==> config.mk <==
export PLATFORM = sky130hd
export DESIGN_NAME = mp3_bus_sched
export DESIGN_NICKNAME = d
export VERILOG_FILES = /design/src/rtl/mp3_bus_sched.sv
export SDC_FILE = /design/constraint.sdc
export NUM_CORES = 1
export LEC_CHECK = 0
export CAP_MARGIN = 20
export CORE_UTILIZATION = 50
export CTS_BUF_LIST = sky130_fd_sc_hd__clkbuf_8 sky130_fd_sc_hd__clkbuf_16
export DETAILED_ROUTE_END_ITERATION = 8
export GPL_ROUTABILITY_DRIVEN = 0
export GPL_TIMING_DRIVEN = 0
export PLACE_DENSITY = 0.9
export RECOVER_POWER = 25
export SYNTH_ARGS = -nofsm -noshare
export SYNTH_HDL_FRONTEND = slang
export SYNTH_SLANG_ARGS = --single-unit
==> constraint.sdc <==
create_clock -name CLK -period 2.9 [get_ports CLK]
set_input_delay 0.58 -clock CLK [delete_from_list [all_inputs] [get_ports CLK]]
set_output_delay 0.58 -clock CLK [all_outputs]
set_load 0.02 [all_outputs]
==> src/rtl/mp3_bus_sched.sv <==
`timescale 1ns/1ps
// mp3_bus_sched: arbitrates an SCI command requester and an SDI data requester
// onto the shared VS10xx-style serial bus. Each 32-bit word is shifted MSB-first
// once MP3_DREQ is high; a word, once started, is always sent in full.
// Optional feature: define MP3_BUS_SCHED_SCI_READBACK_EN to capture MP3_MISO
// during SCI read transfers (opcode 8'h03) into rdata.
module mp3_bus_sched #(
  parameter int SCLK_DIV  = 2,
  parameter int CMD_BURST = 4
) (
  input  logic        CLK,
  input  logic        RST,
  input  logic        cmd_valid,
  input  logic [31:0] cmd_word,
  output logic        cmd_ready,
  input  logic        dat_valid,
  input  logic [31:0] dat_word,
  output logic        dat_ready,
  output logic        MP3_CS,
  output logic        MP3_DCS,
  output logic        MP3_MOSI,
  output logic        MP3_SCLK,
  input  logic        MP3_MISO,
  input  logic        MP3_DREQ,
  output logic        busy,
  output logic        done,
  output logic        done_is_cmd,
  output logic [15:0] rdata
);
  localparam int BW = (CMD_BURST < 1) ? 1 : $clog2(CMD_BURST + 1);
  localparam logic [BW-1:0] BURST_MAX = BW'(CMD_BURST);
  localparam logic [7:0]    DIV_LAST  = 8'(SCLK_DIV - 1);

  typedef enum logic [1:0] {IDLE, WAIT_DREQ, SHIFT, GAP} state_t;

  state_t          state_reg, state_next;
  logic [31:0]     word_reg, word_next;
  logic            kind_reg, kind_next;          // 1 = SCI, 0 = SDI
  logic [7:0]      div_reg, div_next;
  logic [5:0]      rise_reg, rise_next;          // SCLK rising edges so far
  logic            sclk_reg, sclk_next;
  logic            mosi_reg, mosi_next;
  logic            cs_reg, cs_next;
  logic            dcs_reg, dcs_next;
  logic            busy_reg, busy_next;
  logic            done_reg, done_next;
  logic            done_is_cmd_reg, done_is_cmd_next;
  logic [BW-1:0]   burst_reg, burst_next;
  logic            grant_cmd;

  // SCI wins unless SDI is waiting and the command burst allowance is used up.
  // Ready is combinational so the accept cycle is the cycle ready is seen high.
  assign grant_cmd = cmd_valid && (!dat_valid || (burst_reg < BURST_MAX));
  assign cmd_ready = !RST && (state_reg == IDLE) && grant_cmd;
  assign dat_ready = !RST && (state_reg == IDLE) && !grant_cmd && dat_valid;

  assign MP3_CS      = cs_reg;
  assign MP3_DCS     = dcs_reg;
  assign MP3_MOSI    = mosi_reg;
  assign MP3_SCLK    = sclk_reg;
  assign busy        = busy_reg;
  assign done        = done_reg;
  assign done_is_cmd = done_is_cmd_reg;

  // State and bus register update; reset aborts any transfer in flight.
  always_ff @(posedge CLK) begin
    if (RST) begin
      state_reg       <= IDLE;
      word_reg        <= '0;
      kind_reg        <= 1'b0;
      div_reg         <= '0;
      rise_reg        <= '0;
      sclk_reg        <= 1'b0;
      mosi_reg        <= 1'b0;
      cs_reg          <= 1'b1;
      dcs_reg         <= 1'b1;
      busy_reg        <= 1'b0;
      done_reg        <= 1'b0;
      done_is_cmd_reg <= 1'b0;
      burst_reg       <= '0;
    end else begin
      state_reg       <= state_next;
      word_reg        <= word_next;
      kind_reg        <= kind_next;
      div_reg         <= div_next;
      rise_reg        <= rise_next;
      sclk_reg        <= sclk_next;
      mosi_reg        <= mosi_next;
      cs_reg          <= cs_next;
      dcs_reg         <= dcs_next;
      busy_reg        <= busy_next;
      done_reg        <= done_next;
      done_is_cmd_reg <= done_is_cmd_next;
      burst_reg       <= burst_next;
    end
  end

  // Next-state logic: grant, wait for DREQ, shift 32 bits, inter-word gap.
  always_comb begin
    state_next       = state_reg;
    word_next        = word_reg;
    kind_next        = kind_reg;
    div_next         = div_reg;
    rise_next        = rise_reg;
    sclk_next        = sclk_reg;
    mosi_next        = mosi_reg;
    cs_next          = cs_reg;
    dcs_next         = dcs_reg;
    busy_next        = busy_reg;
    done_next        = 1'b0;
    done_is_cmd_next = done_is_cmd_reg;
    burst_next       = burst_reg;
    case (state_reg)
      IDLE: begin
        if (cmd_ready) begin
          word_next  = cmd_word;
          kind_next  = 1'b1;
          busy_next  = 1'b1;
          state_next = WAIT_DREQ;
          if (!dat_valid)
            burst_next = '0;
          else if (burst_reg != BURST_MAX)
            burst_next = burst_reg + BW'(1);
        end else if (dat_ready) begin
          word_next  = dat_word;
          kind_next  = 1'b0;
          busy_next  = 1'b1;
          burst_next = '0;
          state_next = WAIT_DREQ;
        end
      end
      WAIT_DREQ: begin
        if (MP3_DREQ) begin
          cs_next    = !kind_reg;
          dcs_next   = kind_reg;
          mosi_next  = word_reg[31];
          word_next  = {word_reg[30:0], 1'b0};
          div_next   = '0;
          rise_next  = '0;
          sclk_next  = 1'b0;
          state_next = SHIFT;
        end
      end
      SHIFT: begin
        // DREQ is deliberately ignored here: a started word always completes.
        if (div_reg == DIV_LAST) begin
          div_next  = '0;
          sclk_next = !sclk_reg;
          if (!sclk_reg) begin
            rise_next = rise_reg + 6'd1;
          end else if (rise_reg == 6'd32) begin
            cs_next    = 1'b1;
            dcs_next   = 1'b1;
            mosi_next  = 1'b0;
            state_next = GAP;
          end else begin
            mosi_next = word_reg[31];
            word_next = {word_reg[30:0], 1'b0};
          end
        end else begin
          div_next = div_reg + 8'd1;
        end
      end
      GAP: begin
        if (div_reg == DIV_LAST) begin
          done_next        = 1'b1;
          done_is_cmd_next = kind_reg;
          busy_next        = 1'b0;
          state_next       = IDLE;
        end else begin
          div_next = div_reg + 8'd1;
        end
      end
      default: state_next = IDLE;
    endcase
  end

`ifdef MP3_BUS_SCHED_SCI_READBACK_EN
  logic        rb_reg, rb_next;                 // current transfer is an SCI read
  logic [15:0] rd_sh_reg, rd_sh_next;
  logic [15:0] rdata_reg, rdata_next;
  logic        rise_evt, gap_exit;

  assign rise_evt = (state_reg == SHIFT) && (div_reg == DIV_LAST) && !sclk_reg;
  assign gap_exit = (state_reg == GAP) && (div_reg == DIV_LAST);
  assign rdata    = rdata_reg;

  // Readback registers; cleared with the rest of the block on reset.
  always_ff @(posedge CLK) begin
    if (RST) begin
      rb_reg    <= 1'b0;
      rd_sh_reg <= '0;
      rdata_reg <= '0;
    end else begin
      rb_reg    <= rb_next;
      rd_sh_reg <= rd_sh_next;
      rdata_reg <= rdata_next;
    end
  end

  // Shift MISO in on rising edges 17..32 of a read; publish it with done.
  always_comb begin
    rb_next    = rb_reg;
    rd_sh_next = rd_sh_reg;
    rdata_next = rdata_reg;
    if (cmd_ready)
      rb_next = (cmd_word[31:24] == 8'h03);
    else if (dat_ready)
      rb_next = 1'b0;
    if (rise_evt && rb_reg && (rise_reg >= 6'd16))
      rd_sh_next = {rd_sh_reg[14:0], MP3_MISO};
    if (gap_exit && rb_reg)
      rdata_next = rd_sh_reg;
  end
`else
  logic unused_miso;
  assign unused_miso = MP3_MISO;
  assign rdata       = '0;
`endif

endmodule
# [After elaboration in Yosys (flattened, before gate mapping)]
# Cells that the tools add are included.
[totals] in_bits=70 reg_bits=59 out_inout_bits=25 elab_cells=112
[classes] order_cmp=1 mux=49 addsub=3 n_eq_ne=16 bitwise=1 n_reduce_logical=29
[op_table] op="32-bit two-way mux" n=6
[op_table] op="32-bit case mux with 3 select lines" n=1
[op_table] op="8-bit two-way mux" n=3
[op_table] op="8-bit case mux with 3 select lines" n=1
[op_table] op="6-bit two-way mux" n=3
[op_table] op="1-bit two-way mux" n=17
[op_table] op="2-bit != test, second input constant" n=8
[op_table] op="2-bit two-way mux" n=7
[op_table] op="3-bit two-way mux" n=4
[op_table] op="6-bit case mux with 2 select lines" n=1
[op_table] op="3-bit AND reduction" n=4
[op_table] op="6-bit AND reduction" n=2
[op_table] op="1-bit case mux with 2 select lines" n=5
[op_table] op="8-bit by 1-bit adder with 8-bit output, second input constant" n=1
[op_table] op="8-bit by 1-bit equality test with 1-bit output, second input constant" n=1
[op_table] op="2-bit case mux with 4 select lines" n=1
[op_table] op="4-bit AND reduction" n=2
[op_table] op="6-bit by 1-bit adder with 6-bit output, second input constant" n=1
[op_table] op="6-bit equality test, second input constant" n=1
[op_table] op="3-bit != test, second input constant" n=2
[op_table] op="2-bit nonzero test" n=3
[op_table] op="3-bit nonzero test" n=2
[op_table] op="1-bit logical AND" n=5
[op_table] op="1-bit zero test" n=5
[op_table] op="other kinds (11)" n=13

# [Longest topological paths before layout]
# Gate-level depths: netlist (run 1).
[depth] depth_word=9 mapped_depth=9 mapped_depth_nobuf=6

# [Least setup slack after synthesis (run 1)]
# No wires, ideal clock.
[synth_path] kind="input to output" start="input RST" end="output cmd_ready" slack_ns=0.569 path_buffers=2 arrival_time_ns=1.751 cell_stages=5 required_time_ns=2.320 cell_sequence="clkbuf_1 -> clkinv_1 -> nand4_1 -> inv_2 -> buf_1"
[synth_between] elab_chain_len=3
[synth_rtl] element="from (decl)" line_no="12" source="input logic RST,"
[synth_rtl] element="1-bit zero test" line_no="54" source="assign cmd_ready = !RST && (state_reg == IDLE) && grant_cmd;"
[synth_rtl] element="1-bit logical AND (2 in series)" line_no="54"
[synth_rtl] element="to (decl)" line_no="15" source="output logic cmd_ready,"
# No other way between the ends.

# [Final worst setup path (run 1)]
[layout_path] start="input RST" end="output dat_ready"
[layout_between] elab_chain_len=4
[layout_rtl] element="1-bit zero test" line_no="55" source="assign dat_ready = !RST && (state_reg == IDLE) && !grant_cmd && dat_valid;"
[layout_rtl] element="1-bit logical AND (3 in series)" line_no="55"
[layout_rtl] element="to (decl)" line_no="18" source="output logic dat_ready,"
# No other way between the ends.

==> results of run 1 <==
-- layout by cell type, fill, tap and decap left out, drive strengths merged, types with 4 or more instances in the layout --
cell / n
dlygate4sd3: 7
or3: 6
nand2: 15
clkdlybuf4s50: 68
dfxtp: 59
a311oi: 31
ha: 11
clkbuf: 43
a31o: 31
nor2: 71
nand3: 6
mux2i: 35
nor4b: 4
o21ai: 14
xnor2: 4
buf: 24
nor3: 6
nand4: 5
or4: 4
a21oi: 45
conb: 16
inv: 43
-- routing by layer --
metal  vias up  GRT usage [%]  part of all wire, %
li1       1937              -                    -
met1      1898           33.6                   43
met2       186           41.2                   48
met3        22           5.08                  7.2
met4         0           13.1                  2.2
met5         -              0                    0
-- how the worst max path moves through the flow --
stage	from	end	slack (ps)	depth (start not counted)
floorplan	RST	cmd_ready	570	5
global placement	dat_valid	cmd_ready	-540	6
detailed placement	dat_valid	cmd_ready	-620	6
CTS	RST	dat_ready	170	4
global route	div_reg[0]	div_reg[3]	70	5
finish	RST	dat_ready	150	4
-- layout make-up --
class                      count  area [µm²]  share of cell area, %
multi-input combinational    342        2260                   45.1
inverter                      44         180                   3.60
clock inverter                 5        76.3                   1.52
sequential                    59        1180                   23.6
buffer                        56         279                   5.57
tap                           99         124                   2.47
timing repair buffer          76         759                   15.2
clock buffer                  11         151                   3.02
-- cell families after synthesis --
group	count (synthesis)	share of synthesized area, %
fa+ha+maj	11	3.59
simple gates	130	16.3
other cells	1	0.0979
flops	59	30.8
xor+xnor	4	0.915
buf+inv	101	11.7
compound gates	145	27.1
mux	36	9.44
-- power by group --
| group | leakage (nW) | total, mW | internal, mW | switching (mW) |
|---|---|---|---|---|
| Sequential | 0.482 | 1.05 | 0.978 | 0.0704 |
| Clock | 0.117 | 0.868 | 0.526 | 0.342 |
| Combinational | 1.32 | 2.65 | 0.982 | 1.66 |
| Total | 1.92 | 4.56 | 2.49 | 2.08 |
-- synth_stat cells, types with 4 or more instances --
cell	count
nor2_1	71
dfxtp_1	59
a21oi_1	45
inv_1	42
mux2i_1	35
a311oi_1	31
a31o_2	31
clkbuf_1	31
buf_4	16
nand2_1	15
o21ai_0	14
ha_1	11
buf_2	6
nand3_1	6
nor3_1	6
or3_1	6
nand4_1	5
or4_1	4
xnor2_1	4
-- repair_timing --
action                     CTS  global route
resized for setup            4             1
setup endpoints to repair    1             1
pin swaps                    0             0
-- worst reg2reg max path, cell delays in order, from the launching register on --
cell and delay, ps:
dfxtp_1 420, ha_1 200, nor4b_2 570, a21oi_1 270, o41ai_1 870, nor2_1 120
-- metrics by stage --
step / cells / cell area [µm²]
floorplan: 502 / 3880
global route: 692 / 5010
finish: 692 / 5010
CTS: 692 / 5010
detailed placement: 677 / 4770
global placement: 677 / 4770
==> key figures, run 1 <==
Pwr
  • Leakage: about 1.9 nW
  • Worst vdd ir: 0.000509 V
  • Pwr dens: ~910 nW/µm²
  • Final Power: 4.56 mW

Synth
  • Cell Area, Synth: between 3000 and 4000 µm²
  • Top-area cell type share of the netlist area: between 30% and 40%
  • Seq/Total Area, Yosys: between 30% and 40%
  • Fraction of registers with async set/reset: 0%
  • Top cells by area in the synthesized netlist: dfxtp_1 (31%), mux2i_1 (9.2%), a311oi_1 (7.1%)
  • Mean post-synth cell area: a little under 8 µm²
  • Synth cell types: 50
  • Gate Count Post-Synth: 487
  • Synth Register Bits: 59
  • Total number of yosys warnings: 0
  • Leading register cell type out of synthesis: dfxtp_1
  • EDFF count, synth: 0
  • Area leader, netlist: dfxtp_1

Floorplanning
  • Io pins: between 90 and 100
  • Die Width: approximately 90 µm
  • Core ar.: 7330 µm²
  • Vert. Die Dim: 89.5 µm
  • Starting Density: about 52%
  • Row count: 31
  • DIE AREA: between 8000 and 9000 µm²

Critical path
  • Reg-to-reg critical path endpoint: div_reg[0]
  • FF-to-FF path depth: 5
  • Crit path capture type: output pin
  • Critical R2R Launch: div_reg[0]
  • CP bufs+invs: 3
  • Req. time, crit path: between 2000 and 2500 ps
  • Slowest stage delay, CP: ~570 ps
  • Crit path launch type: input pin
  • Most frequent CP cell: clkbuf_1
  • Worst R2R Setup Slack: 310 ps
  • Crit path DAT: between 2000 and 2500 ps
  • Crit path cell chain: clkbuf_1 > clkbuf_1 > nor3_1 > clkdlybuf4s50_1
  • Crit Path Category: input pin to output pin
  • Slowest-stage cell, CP: clkdlybuf4s50_1
  • CP top delay family: buffers and inverters
  • Max FO, Critical Path: 10

Finish
  • Layout cells sized above 1: 12.8%
  • Nets: ~670
  • Filler cells: between 500 and 600
  • Ant. Diodes: 0
  • Synthesis-to-layout area growth: 30.9%
  • Largest register FFs: 32
  • Finished Core Util: between 60% and 70%

Min path
  • WHS Endpoint: busy
  • Hold Crit Start: busy
  • HP Class: flip-flop to flip-flop
  • WHS Path Cells: 2

Flow run
  • Max-capacitance violation count: 0

Routing
  • Drt first pass iters: 5
  • Via count: 4043
  • Wire per inst: 15.0 µm
  • Drt drc: 0
  • Starting DRT DRC Count: 270
  • Post-DRT Antenna Nets: 0
  • Via density: 5.84
  • WL final: between 10000 and 15000 µm

Clock network
  • Total CTS buffers: 9
  • Post-CTS setup buffer count: 0
  • Bufs on Longest Clock Path: 2
  • Cts-stage hold buffer count: 0
  • Root buffer cell: clkbuf_8
  • Clock slew at reported path FFs: 70 ps
  • TritonCTS clock tree: built
  • Htree depth: 3
  • Clock sinks: just under 60
  • Worst skew pair latency: around 360 ps

Timing
  • Minimum clock period: ~2700 ps
  • Total Negative Setup Slacks: 0 ps
  • Final hold violations: 0
  • RSZ-0062 raised after global routing: false
  • Final slew viol count: 0
  • Worst relative slew slack: 32.1%
  • WHS: 476 ps
  • Final setup vio count: 0
  • Worst Max-Slew Pin Slew: 1010 ps
  • Final worst slack: approximately 150 ps
  • Crit share post-route: between 90% and 100%
  • Max Fclk: roughly 0.36 GHz
  • Setup Skew: about 10 ps

Place
  • IO Port Bufs: 76
  • Placement-stage worst setup slack: -617 ps
  • Post-detail-place hpwl: ~7500 µm

Status
  • Status: completed

Global route
  • Vias in the first global route: 3513
  • Initial antenna violation count: 0
  • First-pass GRT wire length: about 16000 µm
  • Largest net degree at the start of global routing: 16
  • GRT overflow: 0
  • GRT Total Usage: 26.0%
Note: power is estimated with default switching activity, not from simulation.
==> run 2: changes to the inputs <==
--- a/config.mk
+++ b/config.mk
@@ -8,9 +8,11 @@
 export CAP_MARGIN = 20
 export CORE_UTILIZATION = 50
 export CTS_BUF_LIST = sky130_fd_sc_hd__clkbuf_8 sky130_fd_sc_hd__clkbuf_16
+export CTS_CLUSTER_SIZE = 8
 export DETAILED_ROUTE_END_ITERATION = 8
 export GPL_ROUTABILITY_DRIVEN = 0
 export GPL_TIMING_DRIVEN = 0
+export MAX_ROUTING_LAYER = met4
 export PLACE_DENSITY = 0.9
 export RECOVER_POWER = 25
 export SYNTH_ARGS = -nofsm -noshare
==> key figures, run 2 (synthesis gave the netlist of run 1 again) <==
Status
  • Status: completed

Pwr
  • Switching Fraction: 45.4%
  • Clock share of power: a little under a fifth
  • Combinational fraction of design power: slightly below 60%
  • Pwr dens: roughly 900 nW/µm²
  • Leakage: approximately 1.9 nW
  • Switch Pwr: 2.07 mW
  • Reg power frac: a little under a quarter
  • Int Pwr: between 2 and 2.5 mW
  • Worst vdd ir: 0.000509 V

Finish
  • Multi-input gate area: between 2000 and 2500 µm²
  • Non-Filler Instances: ~700
  • Finished Core Util: 68.4%
  • Sequential cell area: 1180 µm²
  • Most frequent cells in the layout: nor2_1 (71), clkdlybuf4s50_1 (68), dfxtp_1 (59)
  • Commonest non-fill, non-tap cell in the layout: nor2_1
  • Filler cells: between 500 and 600
  • Largest register FFs: 32
  • Nets: about 670
  • Synthesis-to-layout area growth: 30.9%
  • Ant. Diodes: 0
  • Layout cells sized above 1: between 10 and 15%

Global route
  • GRT Total Usage: 26.8%
  • GRT overflow: 0
  • First-pass GRT wire length: approximately 16000 µm
  • Initial antenna violation count: 0
  • Vias in the first global route: about 3500
  • Largest net degree at the start of global routing: 16

Routing
  • Starting DRT DRC Count: ~250
  • Drt drc: 0
  • DR WL met2: between 4000 and 5000 µm
  • WL final: a little over 10000 µm
  • Wire per inst: around 15 µm
  • Drt first pass iters: 5
  • WL met3: between 700 and 800 µm
  • Metal-1 WL: around 4400 µm
  • Via count: just over 4000
  • Top Layer Used: met4
  • Post-DRT Antenna Nets: 0
  • Via density: between 5 and 6

Timing
  • RSZ-0062 raised after global routing: false
  • Setup Skew: 7.50 ps
  • Final setup vio count: 0
  • Minimum clock period: 2740 ps
  • Final slew viol count: 0
  • Final hold violations: 0
  • Worst Max-Slew Pin Slew: 1010 ps
  • Crit share post-route: a little over nine tenths
  • Max Fclk: roughly 0.37 GHz
  • Worst relative slew slack: between 30% and 40%
  • Total Negative Setup Slacks: 0 ps

Critical path
  • Req. time, crit path: ~2300 ps
  • Slowest-stage cell, CP: clkdlybuf4s50_1
  • Crit path DAT: between 2000 and 2500 ps
  • Max FO, Critical Path: 7
  • Crit path cell chain: inv_1 > ha_1 > nand2_1 > nor3_1 > clkdlybuf4s50_1
  • Crit path launch type: flip-flop
  • CP bufs+invs: 2
  • Slowest stage delay, CP: ~640 ps
  • Crit path capture type: output pin
  • Crit Path Category: flip-flop to output pin
  • CP top delay family: buffers and inverters

Flow run
  • Max-capacitance violation count: 0

Floorplanning
  • Io pins: 95
  • Vert. Die Dim: slightly below 90 µm
  • Core ar.: 7330 µm²
  • DIE AREA: about 8000 µm²
  • Starting Density: approximately 52%
  • Row count: 31
  • Die Width: between 80 and 90 µm

Clock network
  • Htree depth: 3
  • TritonCTS clock tree: built
  • Clock sinks: just under 60
  • Root buffer cell: clkbuf_8
  • Total CTS buffers: 9
  • Clock slew at reported path FFs: 70 ps
  • Bufs on Longest Clock Path: 2
  • Worst skew pair latency: ~350 ps
  • Post-CTS setup buffer count: 0
  • Cts-stage hold buffer count: 0

Place
  • Post-detail-place hpwl: between 7000 and 8000 µm
  • Placed cell count: about 680
  • IO Port Bufs: 76

Min path
  • HP Class: flip-flop to flip-flop
[run 2: layout make-up]
type | count | area share (%)
inverter | 44 | 3.60
clock inverter | 5 | 1.52
sequential | 59 | 23.6
tap | 99 | 2.47
clock buffer | 11 | 3.02
multi-input combinational | 342 | 45.1
buffer | 56 | 5.57
timing repair buffer | 76 | 15.2
[run 2: path summary, 6_finish.rpt]
path,start,endpoint,slack (ps),depth (start not counted)
setup reg to reg,div_reg[0],div_reg[4],300,5
setup / recovery,state_reg[0],dat_ready,160,5
hold / removal,busy,busy,480,2
hold reg to reg,busy,busy,480,2
[run 2: routing by layer]
metal / vias to the layer above / track usage, %
met5: - / -
met4: 0 / 13.1
met3: 28 / 5.08
met2: 181 / 41.2
met1: 1915 / 33.6
li1: 1939 / -
[run 2: what timing repair did]
| action | CTS | global route |
|---|---|---|
| endpoints found under the setup margin | 1 | 1 |
| hold endpoints to repair | 0 | 0 |
| resized for setup | 4 | 1 |
[run 2: worst reg2reg max path, delay by kind of cell, from the launching register on]
kind	cells	cell delay, ps
AOI/OAI and AO/OA	2	1150
adders and majority gates	1	200
DFF	1	410
and+or+nand+nor	2	680
[run 2: per-stage QoR]
step           cell area, µm²  power [mW]  worst slack [ps]  hold WS [ps]
6_report                 5010        4.55               161           476
5_1_grt                  5010        4.86              65.1           508
4_1_cts                  5010        4.51               166           481
3_5_place_dp             4770        3.64              -617           467
3_3_place_gp             4770        3.54              -543           462
2_1_floorplan            3880        2.95               569           447
[run 2: power groups by stage]
stage	Clock (mW)	Sequential, mW	Combinational, mW
floorplan	0	1.07	1.88
global placement	0	1.06	2.48
detailed placement	0	1.07	2.58
CTS	0.868	1.05	2.59
global route	0.912	1.06	2.89
finish	0.864	1.05	2.64
==> run 3: changes to the inputs <==
--- a/config.mk
+++ b/config.mk
@@ -6,6 +6,7 @@
 export NUM_CORES = 1
 export LEC_CHECK = 0
 export CAP_MARGIN = 20
+export CORE_ASPECT_RATIO = 0.7
 export CORE_UTILIZATION = 50
 export CTS_BUF_LIST = sky130_fd_sc_hd__clkbuf_8 sky130_fd_sc_hd__clkbuf_16
 export CTS_CLUSTER_SIZE = 8
==> key figures, run 3 (synthesis gave the netlist of run 1 again) <==
Status
  • Status: completed

Timing
  • Final slew viol count: 0
  • Final setup vio count: 0
  • Minimum clock period: 2740 ps
  • Setup Skew: between 10 and 15 ps
  • Max Fclk: between 0.3 and 0.4 GHz
  • Crit share post-route: 94.6%
  • Worst Max-Slew Pin Slew: about 1000 ps
  • Total Negative Setup Slacks: 0 ps
  • RSZ-0062 raised after global routing: false
  • Final worst slack: about 160 ps
  • WHS: slightly below 500 ps
  • Worst relative slew slack: between 30% and 40%
  • Final hold violations: 0

Clock network
  • Htree depth: 3
  • Clock slew at reported path FFs: 60 ps
  • Clock sinks: between 50 and 60
  • Worst skew pair latency: about 360 ps
  • Post-CTS setup buffer count: 0
  • Total CTS buffers: 9
  • Bufs on Longest Clock Path: 2
  • TritonCTS clock tree: built
  • Root buffer cell: clkbuf_8

Flow run
  • Max-capacitance violation count: 0

Finish
  • Sequential cell area: between 1000 and 1500 µm²
  • Multi-input gate area: between 2000 and 2500 µm²
  • Nets: 669
  • Synthesis-to-layout area growth: 30.5%
  • Filler cells: roughly 620
  • Ant. Diodes: 0
  • Non-Filler Instances: 690
  • Layout cells sized above 1: roughly an eighth
  • Largest register FFs: 32
  • Finished Core Util: 68.0%
  • Most frequent cells in the layout: nor2_1 (71), clkdlybuf4s50_1 (68), dfxtp_1 (59)
  • Commonest non-fill, non-tap cell in the layout: nor2_1
  • Post-layout instance area: 5000 µm²

Critical path
  • Crit path DAT: about 2200 ps
  • Critical R2R Launch: state_reg[1]
  • Crit path capture type: output pin
  • CP top delay family: buffers and inverters
  • Most frequent CP cell: clkdlybuf4s50_1
  • CP bufs+invs: 2
  • Reg-to-reg critical path endpoint: word_reg[0]
  • Slowest-stage cell, CP: clkdlybuf4s50_1
  • Max FO, Critical Path: 7
  • Worst R2R Setup Slack: approximately 300 ps
  • Crit path cell chain: clkdlybuf4s50_1 > nand2_1 > nor3_1 > clkdlybuf4s50_1
  • Slowest stage delay, CP: between 600 and 700 ps
  • FF-to-FF path depth: 8
  • Crit Path Category: input pin to output pin
  • Crit path launch type: input pin
  • Req. time, crit path: roughly 2300 ps
  • Crit path depth: 4

Pwr
  • Pwr dens: roughly 900 nW/µm²
  • Leakage: ~1.9 nW
  • Worst vdd ir: 0.000458 V
  • Final Power: 4.58 mW

Routing
  • Metal-1 WL: about 4900 µm
  • Wire per inst: 15.4 µm
  • WL final: ~11000 µm
  • Via density: 5.80
  • Via count: about 4000
  • WL met3: just under 900 µm
  • Post-DRT Antenna Nets: 0
  • Starting DRT DRC Count: 407
  • DR WL met2: around 4700 µm
  • Top Layer Used: met4
  • Drt drc: 0
  • Drt first pass iters: 5

Global route
  • Largest net degree at the start of global routing: 16
  • Vias in the first global route: roughly 3500
  • First-pass GRT wire length: ~17000 µm
  • Initial antenna violation count: 0
  • GRT overflow: 0
  • GRT Total Usage: a little over a quarter

Place
  • IO Port Bufs: between 70 and 80
  • Post-detail-place hpwl: about 7700 µm
  • Placed cell area: 4770 µm²
  • Placement-stage worst setup slack: -651 ps
  • Placed cell count: roughly 680

Floorplanning
  • Die Width: about 110 µm
  • Core ar.: about 7400 µm²
  • Starting Density: around 52%
  • Vert. Die Dim: ~75 µm
  • DIE AREA: 8020 µm²
  • Row count: 26
  • Io pins: 95

Min path
  • WHS Endpoint: busy
  • HP Class: flip-flop to flip-flop
  • WHS Path Cells: 2
  • Hold Crit Start: busy
==> run 3: worst max path at each step <==
stage | startpoint | end
final | dat_valid | dat_ready
after global placement | dat_valid | cmd_ready
after global routing | dat_valid | dat_ready
after detailed placement | dat_valid | cmd_ready
after floorplan | RST | cmd_ready
after CTS | state_reg[1] | word_reg[0]
==> run 3: report_power, final <==
group	internal [mW]	total [mW]	switching, mW
Clock	0.499	0.837	0.338
Combinational	0.981	2.69	1.71
Sequential	0.978	1.05	0.0757
Total	2.46	4.58	2.12
==> run 3: timing repair <==
item                       CTS  global route
hold buffers                 0             0
setup endpoints to repair    1             1
gates resized for setup      4             1
==> run 3: final cells by class <==
class                      instances  area share, %
clock buffer                      10           2.75
multi-input combinational        342           45.2
sequential                        59           23.6
inverter                          44           3.61
tap                               98           2.45
clock inverter                     5           1.55
timing repair buffer              76           15.2
buffer                            56           5.58
==> run 3: metal layers <==
| layer | track usage [%] | vias up |
|---|---|---|
| met5 | - | - |
| met4 | 9.74 | 0 |
| met3 | 6.67 | 19 |
| met2 | 39.8 | 221 |
| met1 | 36.7 | 1825 |
| li1 | - | 1936 |
==> run 3: tightest hold or removal path, stage by stage (launching register included) <==
cell	delay, ps
dfxtp_1	320
nand2_1	60
a21oi_1	60
